[config.mk]
export PLATFORM = sky130hd
export DESIGN_NAME = vel_sample_sched
export DESIGN_NICKNAME = d
export VERILOG_FILES = /design/src/rtl/vel_sched_pkg.sv /design/src/rtl/vel_delta.sv /design/src/rtl/vel_sample_sched.sv
export SDC_FILE = /design/constraint.sdc
export NUM_CORES = 1
export LEC_CHECK = 0
export CORE_UTILIZATION = 50
export DETAILED_ROUTE_END_ITERATION = 10
export PLACE_DENSITY = 0.83
export SETUP_SLACK_MARGIN = 0.15
export SYNTH_ARGS = -nofsm -noshare
export SYNTH_HDL_FRONTEND = slang
export SYNTH_SLANG_ARGS = --single-unit
export TNS_END_PERCENT = 5
[constraint.sdc]
create_clock -name clk -period 3.81 [get_ports clk]
set_input_delay 0.5715 -clock clk [delete_from_list [all_inputs] [get_ports clk]]
set_output_delay 0.5715 -clock clk [all_outputs]
set_load 0.005 [all_outputs]
[src/rtl/vel_sched_pkg.sv]
// Shared types and defaults for the velocity sample scheduler.
package vel_sched_pkg;

  typedef enum logic [1:0] {
    StIdle,
    StSelect,
    StCapture,
    StPresent
  } state_e;

  localparam int unsigned DefPosW = 16;
  localparam int unsigned DefVelW = 12;

  function automatic int unsigned ch_w(int unsigned n);
    return (n > 1) ? $clog2(n) : 1;
  endfunction

endpackage

[src/rtl/vel_delta.sv]
// Combinational position-delta to velocity reduction.
// VEL_SAMPLE_SCHED_SAT_EN selects saturation (with sat flag) instead of two's-complement truncation.
module vel_delta
  import vel_sched_pkg::*;
#(
  parameter int unsigned PosW = DefPosW,
  parameter int unsigned VelW = DefVelW
) (
  input  logic [PosW-1:0] cur,
  input  logic [PosW-1:0] prev,
  output logic [VelW-1:0] vel
`ifdef VEL_SAMPLE_SCHED_SAT_EN
  ,
  output logic            sat
`endif
);

`ifdef VEL_SAMPLE_SCHED_SAT_EN
  logic [PosW-1:0] diff;
  logic [PosW:0]   delta;
  logic            hi_ones;
  logic            hi_zeros;

  // Subtraction wraps in PosW bits first, so a counter rollover reads as a small step.
  always_comb begin
    diff     = cur - prev;
    delta    = {diff[PosW-1], diff};
    hi_ones  = &delta[PosW:VelW-1];
    hi_zeros = ~|delta[PosW:VelW-1];
    sat      = !(hi_ones || hi_zeros);
    if (!sat) begin
      vel = delta[VelW-1:0];
    end else if (delta[PosW]) begin
      vel = {1'b1, {(VelW-1){1'b0}}};
    end else begin
      vel = {1'b0, {(VelW-1){1'b1}}};
    end
  end
`else
  assign vel = VelW'(cur - prev);
`endif

endmodule

[src/rtl/vel_sample_sched.sv]
// Per-tick scan of NUM_CH position counters producing velocity records over valid/ready.
// VEL_SAMPLE_SCHED_SAT_EN adds saturation and the vel_sat output.
module vel_sample_sched
  import vel_sched_pkg::*;
#(
  parameter int unsigned NUM_CH = 4,
  parameter int unsigned POS_W  = DefPosW,
  parameter int unsigned VEL_W  = DefVelW,
  localparam int unsigned CH_W  = ch_w(NUM_CH)
) (
  input  logic             clk,
  input  logic             reset_n,
  input  logic             tick,
  input  logic             enable,
  output logic [CH_W-1:0]  ch_sel,
  input  logic [POS_W-1:0] pos_in,
  output logic [VEL_W-1:0] vel_data,
  output logic [CH_W-1:0]  vel_ch,
  output logic             vel_valid,
  input  logic             vel_ready,
  output logic             busy,
  output logic             overrun
`ifdef VEL_SAMPLE_SCHED_SAT_EN
  ,
  output logic             vel_sat
`endif
);

  localparam logic [CH_W-1:0] LastCh = CH_W'(NUM_CH - 1);

  state_e           state_q;
  logic [CH_W-1:0]  ch_q;
  logic [CH_W-1:0]  ch_sel_q;
  logic [CH_W-1:0]  vel_ch_q;
  logic [VEL_W-1:0] vel_data_q;
  logic             vel_valid_q;
  logic             busy_q;
  logic             overrun_q;
  logic [POS_W-1:0] prev_q [NUM_CH];
  logic [NUM_CH-1:0] primed_q;
  logic [POS_W-1:0] prev_sel;
  logic [VEL_W-1:0] delta_vel;

`ifdef VEL_SAMPLE_SCHED_SAT_EN
  logic delta_sat;
  logic vel_sat_q;
`endif

  assign prev_sel = prev_q[ch_q];

  vel_delta #(
    .PosW(POS_W),
    .VelW(VEL_W)
  ) u_delta (
    .cur (pos_in),
    .prev(prev_sel),
    .vel (delta_vel)
`ifdef VEL_SAMPLE_SCHED_SAT_EN
    ,
    .sat (delta_sat)
`endif
  );

  always_ff @(posedge clk or negedge reset_n) begin
    if (!reset_n) begin
      state_q     <= StIdle;
      ch_q        <= '0;
      ch_sel_q    <= '0;
      vel_ch_q    <= '0;
      vel_data_q  <= '0;
      vel_valid_q <= 1'b0;
      busy_q      <= 1'b0;
      overrun_q   <= 1'b0;
      primed_q    <= '0;
      for (int i = 0; i < NUM_CH; i++) begin
        prev_q[i] <= '0;
      end
`ifdef VEL_SAMPLE_SCHED_SAT_EN
      vel_sat_q   <= 1'b0;
`endif
    end else begin
      // busy is still high on the final-accept cycle, so a tick there is an overrun.
      if (tick && busy_q) begin
        overrun_q <= 1'b1;
      end
      case (state_q)
        StIdle: begin
          if (tick && enable) begin
            state_q  <= StSelect;
            ch_q     <= '0;
            ch_sel_q <= '0;
            busy_q   <= 1'b1;
          end
        end
        StSelect: begin
          state_q <= StCapture;
        end
        StCapture: begin
          prev_q[ch_q] <= pos_in;
          vel_ch_q     <= ch_q;
          vel_valid_q  <= 1'b1;
          state_q      <= StPresent;
          if (!primed_q[ch_q]) begin
            primed_q[ch_q] <= 1'b1;
            vel_data_q     <= '0;
`ifdef VEL_SAMPLE_SCHED_SAT_EN
            vel_sat_q      <= 1'b0;
`endif
          end else begin
            vel_data_q <= delta_vel;
`ifdef VEL_SAMPLE_SCHED_SAT_EN
            vel_sat_q  <= delta_sat;
`endif
          end
        end
        StPresent: begin
          if (vel_ready) begin
            vel_valid_q <= 1'b0;
            if (ch_q == LastCh) begin
              state_q <= StIdle;
              busy_q  <= 1'b0;
            end else begin
              ch_q     <= ch_q + 1'b1;
              ch_sel_q <= ch_q + 1'b1;
              state_q  <= StSelect;
            end
          end
        end
        default: begin
          state_q <= StIdle;
        end
      endcase
    end
  end

  assign ch_sel    = ch_sel_q;
  assign vel_data  = vel_data_q;
  assign vel_ch    = vel_ch_q;
  assign vel_valid = vel_valid_q;
  assign busy      = busy_q;
  assign overrun   = overrun_q;
`ifdef VEL_SAMPLE_SCHED_SAT_EN
  assign vel_sat   = vel_sat_q;
`endif

endmodule

==> results.yml, run 1 <==
logic_synthesis:
  syn-instance-count: 296
  mappedNetlistNets: 337
  synth_warnings: 0
  synth_edf_count: 0
  synth_seq_cells: 73
  syn_avg_cell_area_um2: 12.5
  synth_cell_types: 42
  async_reset_ff_share_pct: 100
  syn-cell-area_um2: 3690
  synth_flop_type: "dfrtp_1"
  yosysSeqAreaShare_pct: 49.5
global_route:
  grt_pass1_wl_um: 11800
  grt_use_total_pct: 20.9
  grt_max_degree: 45
  globalRouteOverflowTotal: 0
  grt_antenna_before_repair: 0
  first_global_vias: 2483
clock_tree:
  ctsRootBufferMaster: "clkbuf_8"
  post_cts.repair.setup_buffers: 0
  numCtsBuffers: 9
  htree_num_levels: 3
  cts-root-to-sink-buffers: 2
  ctsResizeCount: 0
  tritoncts: "done"
  clk_pin_slew_ns: 0.08
  tritoncts_num_sinks: 73
  cts_hold_repair.buffers: 0
  clock_latency_ns: 0.34
worst_setup_path:
  worstSetupPathType: "reg2reg"
  worst_r2r_path_depth: 9
  timing.critical_path.arrival_ns: 3.26
  critical_path.startpoint_type: "register"
  critPathRequiredTime_ns: 4.04
  cpPeakStageDelay_ns: 0.55
  cp.depth: 9
  timing.critical_path.cells: "buf_4, mux4_2, inv_1, ha_1, and3_1, a221oi_2, o311ai_1, xor2_1, a31o_2"
  worstPathBufferInverterCount: 2
  critical_path_peak_fanout: 14
  worst_setup_path_end_kind: "register"
  critical-path-top-delay-family: "compound AO/OA/AOI/OAI gates"
  cpMaxStageDelayCell: "mux4_2"
floorplanning:
  std_cell_rows: 30
  core_region_area_um2: 6940
  die_area_um2: 7720
  die-height_um: 87.9
  initial_core_utilization_pct: 53.1
  fp.dieW_um: 87.9
  design.portCount: 40
timing:
  final-max-slew-violation-count: 0
  timing.final.setup_violations: 0
  worst_pin_slew_ns: 0.975
  final-hold-violation-count: 0
  final_worst_clock_skew_ns: 0.00801
  fin_tns_setup_ns: 0
  clock.fmax_mhz: 331
  min_period_ns: 3.03
  min_period_over_period_pct: 79.4
  postLayoutSetupSlackWorst_ns: 0.784
  rsz0062_at_grt: "no"
  slew_headroom_pct: 35.0
job:
  max_cap_violation_count: 0
power:
  cellInternalPower_uw: 2510
  switching_part_of_the_total_pct: 36.1
  p_seq_share_pct: 34.4
  power.ir.vdd_worst_mv: 0.399
  power.leakage_uw: 0.00190
  pwr-share-clk_pct: 15.1
  power_frac_comb_pct: 50.4
  power_switching_uw: 1420
  power_density_nw_per_um2: 909
min_path:
  hold_path_class: "in2async"
routing:
  avgViaCountPerCell: 5.56
  drtPass1Iterations: 4
  detailroute.via_count: 2419
  post-route-drc-count: 0
  wire_per_inst_um: 16.4
  detail-route-antenna-nets: 0
  drt_iter0_markers: 110
  route.final.wire_length_um: 7130
place:
  dp.cells: 419
  estimated_wirelength_of_the_detail_placed_design_um: 4860
  place_congestion: 0.823
  post-place-ws_ns: 0.783
  port-buffer-count: 35
layout:
  final_net_count: 375
  layout-area-overhead-vs-synth_pct: 17.1
  post_route_cells_drive_above_1_share_pct: 22.7
  antenna_cells: 0
  final_cells: 435
  finalCoreUtilization_pct: 62.2
status:
  status: "finished, final reports clean"
layer usage:
metal | global-route usage, % | up-vias | wire length [um]
met2 | 32.2 | 60 | 3290
met3 | 4.90 | 15 | 331
met5 | 0 | - | 0
met4 | 11.3 | 0 | 221
met1 | 27.6 | 1205 | 3290
li1 | - | 1139 | -
metrics by stage:
step | power, uW | hold WS [ns] | cell area [um^2]
final | 3920 | 0.377 | 4320
after global routing | 4220 | 0.467 | 4320
after CTS | 3950 | 0.406 | 4320
after detailed placement | 3330 | 0.448 | 4130
after global placement | 3230 | 0.444 | 4130
after floorplan | 2800 | 0.276 | 3690
cells by family (layout without fill, tap and decap cells):
kind of cell / count (synthesis) / count (layout) / share of synthesized area (%)
buffers and inverters: 42 / 85 / 4.55
AOI/OAI and AO/OA: 55 / 55 / 9.87
and+or+nand+nor: 39 / 39 / 4.88
muxes: 59 / 59 / 22.3
xor gates and xnor gates: 8 / 8 / 1.90
DFF: 73 / 73 / 49.5
adders and majority gates: 20 / 20 / 6.99
synth_stat cells (2+ instances only):
cell type | number | area share [%]
xnor2_1 | 3 | 0.71
a21oi_1 | 9 | 1.2
nand3_1 | 5 | 0.68
clkbuf_1 | 4 | 0.41
xor2_1 | 5 | 1.2
buf_2 | 2 | 0.27
mux4_1 | 3 | 2.1
buf_1 | 5 | 0.51
a22o_1 | 2 | 0.47
ha_1 | 19 | 6.4
mux4_2 | 10 | 6.1
dfrtp_1 | 73 | 50
nor2b_1 | 5 | 0.85
inv_1 | 30 | 3.1
o22ai_1 | 6 | 1.0
o21ai_0 | 18 | 2.4
o21bai_1 | 4 | 0.81
mux2_2 | 46 | 14
a21o_1 | 3 | 0.61
nand2_1 | 22 | 2.2
layout make-up:
type                    count  area [um^2]
inverters                  30          113
fillers                   550         2630
clock inverters             3         40.0
well taps                  96          120
repair buffers             39          375
multi-input cells         181         1690
clock buffers              13          149
flip-flops and latches     73         1830
registers in the layout (all words and copies together) (netlist names):
| name | cells |
|---|---|
| prev_q | 48 |
| vel_data | 12 |
| primed_q | 4 |
| ch_sel | 2 |
| state_q | 2 |
| vel_ch | 2 |
| busy | 1 |
| overrun | 1 |
| vel_valid | 1 |
power groups by stage:
| stage | Clock [uW] | Sequential (uW) | Combinational (uW) |
|---|---|---|---|
| 2_1_floorplan | 0 | 1300 | 1500 |
| 3_3_place_gp | 0 | 1330 | 1900 |
| 3_5_place_dp | 0 | 1360 | 1970 |
| 4_1_cts | 611 | 1350 | 1990 |
| 5_1_grt | 642 | 1390 | 2190 |
| 6_report | 593 | 1350 | 1980 |
layout by cell type (no fill, tap or decap), types with 2 or more instances in the layout:
cell	n
clkdlybuf4s50_1	34
clkinv_2	2
a21o_1	3
clkbuf_8	10
mux4_1	3
a22o_1	2
o21bai_1	4
nor2b_1	5
inv_1	30
dfrtp_1	73
nand2_1	22
o22ai_1	6
xnor2_1	3
xor2_1	5
o21ai_0	18
a21oi_1	9
buf_4	4
ha_1	19
clkbuf_1	3
mux4_2	10
nand3_1	5
mux2_2	46
final timing paths:
| path | slack [ns] | endpoint | startpoint |
|---|---|---|---|
| min | 0.38 | prev_q[37] | reset_n |
| max | 0.78 | vel_data[10] | ch_sel[0] |
| min in group clk | 0.46 | overrun | overrun |
| max in group asynchronous | 2.46 | prev_q[7] | reset_n |
| max reg2reg | 0.78 | vel_data[10] | ch_sel[0] |
| min reg2reg | 0.46 | overrun | overrun |
Note: power is estimated with default switching activity, not from simulation.
==> run 2, diff against run 1 <==
- clock period: 3.81 -> 2.8 ns (I/O delays scaled with it)
==> results.yml, run 2 (synthesized netlist as in run 1, its figures left out) <==
clock_tree:
  clk_pin_slew_ns: 0.07
  ctsRootBufferMaster: "clkbuf_8"
  numCtsBuffers: 9
  htree_num_levels: 3
  tritoncts: "done"
  tritoncts_num_sinks: 73
  cts-root-to-sink-buffers: 2
  clock_latency_ns: 0.35
worst_setup_path:
  critical_path.startpoint_type: "register"
  critical_path.reg2reg.endpoint: "vel_data[11]"
  critical-path-top-delay-family: "compound AO/OA/AOI/OAI gates"
  critical_path_peak_fanout: 7
  timing.critical_path.arrival_ns: 2.95
  critPathRequiredTime_ns: 3.07
  timing.critical_path.cells: "buf_12, mux4_1, inv_2, ha_1, nor2b_1, o2111ai_2, a21oi_2, buf_4, a2111o_1, o221ai_1"
  worst_setup_path_end_kind: "register"
  worstPathBufferInverterCount: 3
  cpPeakStageDelay_ns: 0.57
  cpMaxStageDelayCell: "mux4_1"
  worstSetupPathType: "reg2reg"
  timing.rr.start: "ch_sel[0]"
  r2r_setup_slack_ns: 0.11
  worst_r2r_path_depth: 10
job:
  max_cap_violation_count: 0
global_route:
  grt_pass1_wl_um: 12700
  first_global_vias: 2593
  grt_use_total_pct: 22.3
  grt_max_degree: 44
  grt_antenna_before_repair: 0
  globalRouteOverflowTotal: 0
timing:
  fin_tns_setup_ns: 0
  holdWs_ns: 0.114
  worst_pin_slew_ns: 0.719
  final_worst_clock_skew_ns: 0.00500
  final-max-slew-violation-count: 0
  clock.fmax_mhz: 372
  min_period_over_period_pct: 95.9
  final-hold-violation-count: 0
  rsz0062_at_grt: "yes"
  min_period_ns: 2.69
  slew_headroom_pct: 52.0
  timing.final.setup_violations: 0
floorplanning:
  die_area_um2: 7720
  initial_core_utilization_pct: 53.1
  die-height_um: 87.9
  std_cell_rows: 30
  fp.dieW_um: 87.9
  design.portCount: 40
  core_region_area_um2: 6940
place:
  estimated_wirelength_of_the_detail_placed_design_um: 5110
  port-buffer-count: 35
  detailed_place.area_um2: 4220
  place_congestion: 0.858
routing:
  detailroute.via_count: 2516
  route.final.wire_length_um: 7760
  detail-route-antenna-nets: 0
  avgViaCountPerCell: 5.63
  drt_iter0_markers: 142
  wire_per_inst_um: 17.4
  post-route-drc-count: 0
  drtPass1Iterations: 4
min_path:
  hold_path_class: "in2async"
layout:
  layout_common_cells: "dfrtp_1, mux2_2, clkdlybuf4s50_1"
  fin_area_um2: 4570
  finalCoreUtilization_pct: 65.8
  largest_register_ff_count: 48
  regMostFlops: "prev_q"
  post_route_cells_drive_above_1_share_pct: 30.2
  final_net_count: 387
  layout-area-overhead-vs-synth_pct: 23.9
  antenna_cells: 0
  final_common_cell: "dfrtp_1"
power:
  overall_power_of_the_completed_layout_uw: 5970
  power_density_nw_per_um2: 1310
  power.leakage_uw: 0.00198
  power.ir.vdd_worst_mv: 0.498
status:
  status: "finished, final reports clean"
run 2: changes by cell type in the layout (fill, tap and decap cells not counted), moves of 2 or more:
cell	change
buf_4	+8
ha_1	-4
ha_4	+4
buf_12	+3
clkbuf_1	-3
a21oi_1	-2
a21oi_2	+2
inv_1	-2
inv_2	+2
o21ai_0	-2
run 2: area by class of cell:
| type | instances | area (um^2) |
|---|---|---|
| Tap cell | 96 | 120 |
| Multi-Input combinational cell | 181 | 1780 |
| Clock buffer | 11 | 151 |
| Timing Repair Buffer | 51 | 507 |
| Inverter | 30 | 113 |
| Sequential cell | 73 | 1830 |
| Clock inverter | 5 | 77.6 |
| Fill cell | 505 | 2370 |
run 2: repair_timing:
| action | CTS | global route |
|---|---|---|
| gates resized for setup | 5 | 13 |
| setup endpoints to repair | 4 | 5 |
| hold buffers | 0 | 0 |
| pin swaps | 0 | 6 |
| cloned | 0 | 0 |
| buffers inserted | 0 | 8 |
run 2: worst max-delay path by stage:
stage	from	to	slack [ns]	depth (start not counted)
final	ch_sel[0]	vel_data[11]	0.11	10
after floorplan	ch_sel[0]	vel_data[10]	0.14	11
after global routing	ch_sel[0]	vel_data[11]	0.01	10
after global placement	ch_sel[0]	vel_data[7]	0.11	9
after detailed placement	ch_sel[0]	vel_data[11]	0.05	9
after CTS	ch_sel[0]	vel_data[7]	0.13	9
run 2: metrics by stage:
stage	setup slack (ns)	std cells
6_report	0.115	447
5_1_grt	0.0145	447
4_1_cts	0.129	439
3_5_place_dp	0.0548	423
3_3_place_gp	0.110	423
2_1_floorplan	0.142	296
run 2: worst register-to-register path: stages, from the launching register on:
cell	delay (ns)
dfrtp_1	0.41
buf_12	0.15
mux4_1	0.57
inv_2	0.09
ha_1	0.21
nor2b_1	0.15
o2111ai_2	0.32
a21oi_2	0.13
buf_4	0.16
a2111o_1	0.35
o221ai_1	0.07
run 2: per-layer routing:
layer | up-vias | share of wire (%) | GRT usage [%]
met3 | 18 | 3.2 | 2.92
met5 | - | 0 | 0
met1 | 1273 | 45 | 29.8
li1 | 1159 | - | -
met4 | 0 | 2.4 | 9.99
met2 | 66 | 49 | 36.6
run 2: power breakdown:
part	internal (uW)	switching [uW]	total, uW
logic	1690	1490	3180
registers	1560	280	1840
clock network	547	399	946
total	3800	2170	5970
==> run 3, diff against run 2 <==
- CAP_MARGIN: default -> 20
- MAX_ROUTING_LAYER: default -> met4
==> results.yml, run 3 (synthesized netlist as in run 1, its figures left out) <==
status:
  status: "finished, final reports clean"
layout:
  regMostFlops: "prev_q"
  layout-area-overhead-vs-synth_pct: 23.9
  fin_area_um2: 4570
  layout_common_cells: "dfrtp_1, mux2_2, clkdlybuf4s50_1"
  post_route_cells_drive_above_1_share_pct: 30.2
  final_net_count: 387
  largest_register_ff_count: 48
  final_common_cell: "dfrtp_1"
  antenna_cells: 0
place:
  place_congestion: 0.872
  port-buffer-count: 35
  estimated_wirelength_of_the_detail_placed_design_um: 5110
  detailed_place.area_um2: 4220
global_route:
  first_global_vias: 2592
  grt_use_total_pct: 23.1
  grt_antenna_before_repair: 0
  grt_pass1_wl_um: 12800
  grt_max_degree: 44
  globalRouteOverflowTotal: 0
worst_setup_path:
  critical_path.startpoint_type: "register"
  critical_path.startpoint: "ch_sel[0]"
  critical_path.reg2reg.endpoint: "vel_data[11]"
  critPathRequiredTime_ns: 3.06
  worstSetupPathType: "reg2reg"
  r2r_setup_slack_ns: 0.13
  setup.worst_path.end: "vel_data[11]"
  timing.rr.start: "ch_sel[0]"
  worst_setup_path_end_kind: "register"
  critical_path_peak_fanout: 7
  worst_r2r_path_depth: 10
  timing.critical_path.arrival_ns: 2.94
clock_tree:
  numCtsBuffers: 9
  cts-root-to-sink-buffers: 2
  clk_pin_slew_ns: 0.07
  tritoncts_num_sinks: 73
  htree_num_levels: 3
  cts_hold_repair.buffers: 0
  ctsRootBufferMaster: "clkbuf_8"
  tritoncts: "done"
  clock_latency_ns: 0.35
timing:
  slew_headroom_pct: 52.0
  fin_tns_setup_ns: 0
  min_period_ns: 2.67
  worst_pin_slew_ns: 0.718
  final-max-slew-violation-count: 0
  final-hold-violation-count: 0
  min_period_over_period_pct: 95.5
  timing.final.setup_violations: 0
  final_worst_clock_skew_ns: 0.00513
  rsz0062_at_grt: "yes"
  clock.fmax_mhz: 374
power:
  power_density_nw_per_um2: 1310
  power.leakage_uw: 0.00198
  power.ir.vdd_worst_mv: 0.498
routing:
  drt_iter0_markers: 115
  drtPass1Iterations: 4
  avgViaCountPerCell: 5.64
  wire_per_inst_um: 17.4
  detail-route-antenna-nets: 0
  route.final.wire_length_um: 7760
  post-route-drc-count: 0
  detailroute.via_count: 2520
floorplanning:
  std_cell_rows: 30
  fp.dieW_um: 87.9
  die_area_um2: 7720
  die-height_um: 87.9
  design.portCount: 40
  core_region_area_um2: 6940
  initial_core_utilization_pct: 53.1
min_path:
  hold_path_class: "in2async"
job:
  max_cap_violation_count: 0
run 3: cell counts in the layout (fill, tap and decap cells not counted):
No cell type changed its count.
run 3: worst max-delay path, stage by stage, from the launching register on:
cell,delay (ns)
dfrtp_1,0.41
buf_12,0.15
mux4_1,0.57
inv_2,0.09
ha_1,0.21
nor2b_1,0.15
o2111ai_2,0.31
a21oi_2,0.13
buf_4,0.16
a2111o_1,0.35
o221ai_1,0.07
run 3: timing repair:
action,in CTS,in global routing
buffers inserted,0,8
pin swaps,0,6
gates resized for setup,5,13
endpoints found under the setup margin,4,5
run 3: layout make-up:
type	count	area, um^2
multi-input cells	181	1780
inverters	30	113
clock buffers	11	151
fillers	505	2370
flip-flops and latches	73	1830
clock inverters	5	77.6
repair buffers	51	507
well taps	96	120
run 3: how the worst min path moves through the flow:
stage | cells past startpoint | end
final | 1 | prev_q[57]
after global routing | 1 | prev_q[48]
after CTS | 1 | vel_data[8]
after detailed placement | 1 | overrun
after global placement | 1 | overrun
after floorplan | 0 | busy
run 3: stage by stage:
stage	hold slack [ns]	power, uW	utilization [%]	setup slack [ns]	instances
6_report	0.117	5970	65.8	0.125	447
4_1_cts	0.140	5730	64.3	0.129	439
5_1_grt	0.170	6400	65.8	0.0146	447
3_3_place_gp	0.443	4540	60.7	0.110	423
3_5_place_dp	0.447	4710	60.7	0.0548	423
2_1_floorplan	0.124	3860	-	0.142	296
run 3: power breakdown:
part | leakage, uW | switching, uW | internal [uW] | total, uW
Sequential | 0.000863 | 281 | 1560 | 1840
Combinational | 0.00100 | 1490 | 1690 | 3180
Clock | 0.000115 | 398 | 547 | 946
run 3: per-layer routing:
| metal | track usage (%) | up-vias | part of all wire [%] |
|---|---|---|---|
| li1 | - | 1157 | - |
| met1 | 30.0 | 1274 | 45 |
| met2 | 36.4 | 75 | 49 |
| met3 | 4.05 | 14 | 4.1 |
| met4 | 8.64 | 0 | 1.8 |
| met5 | - | - | 0 |
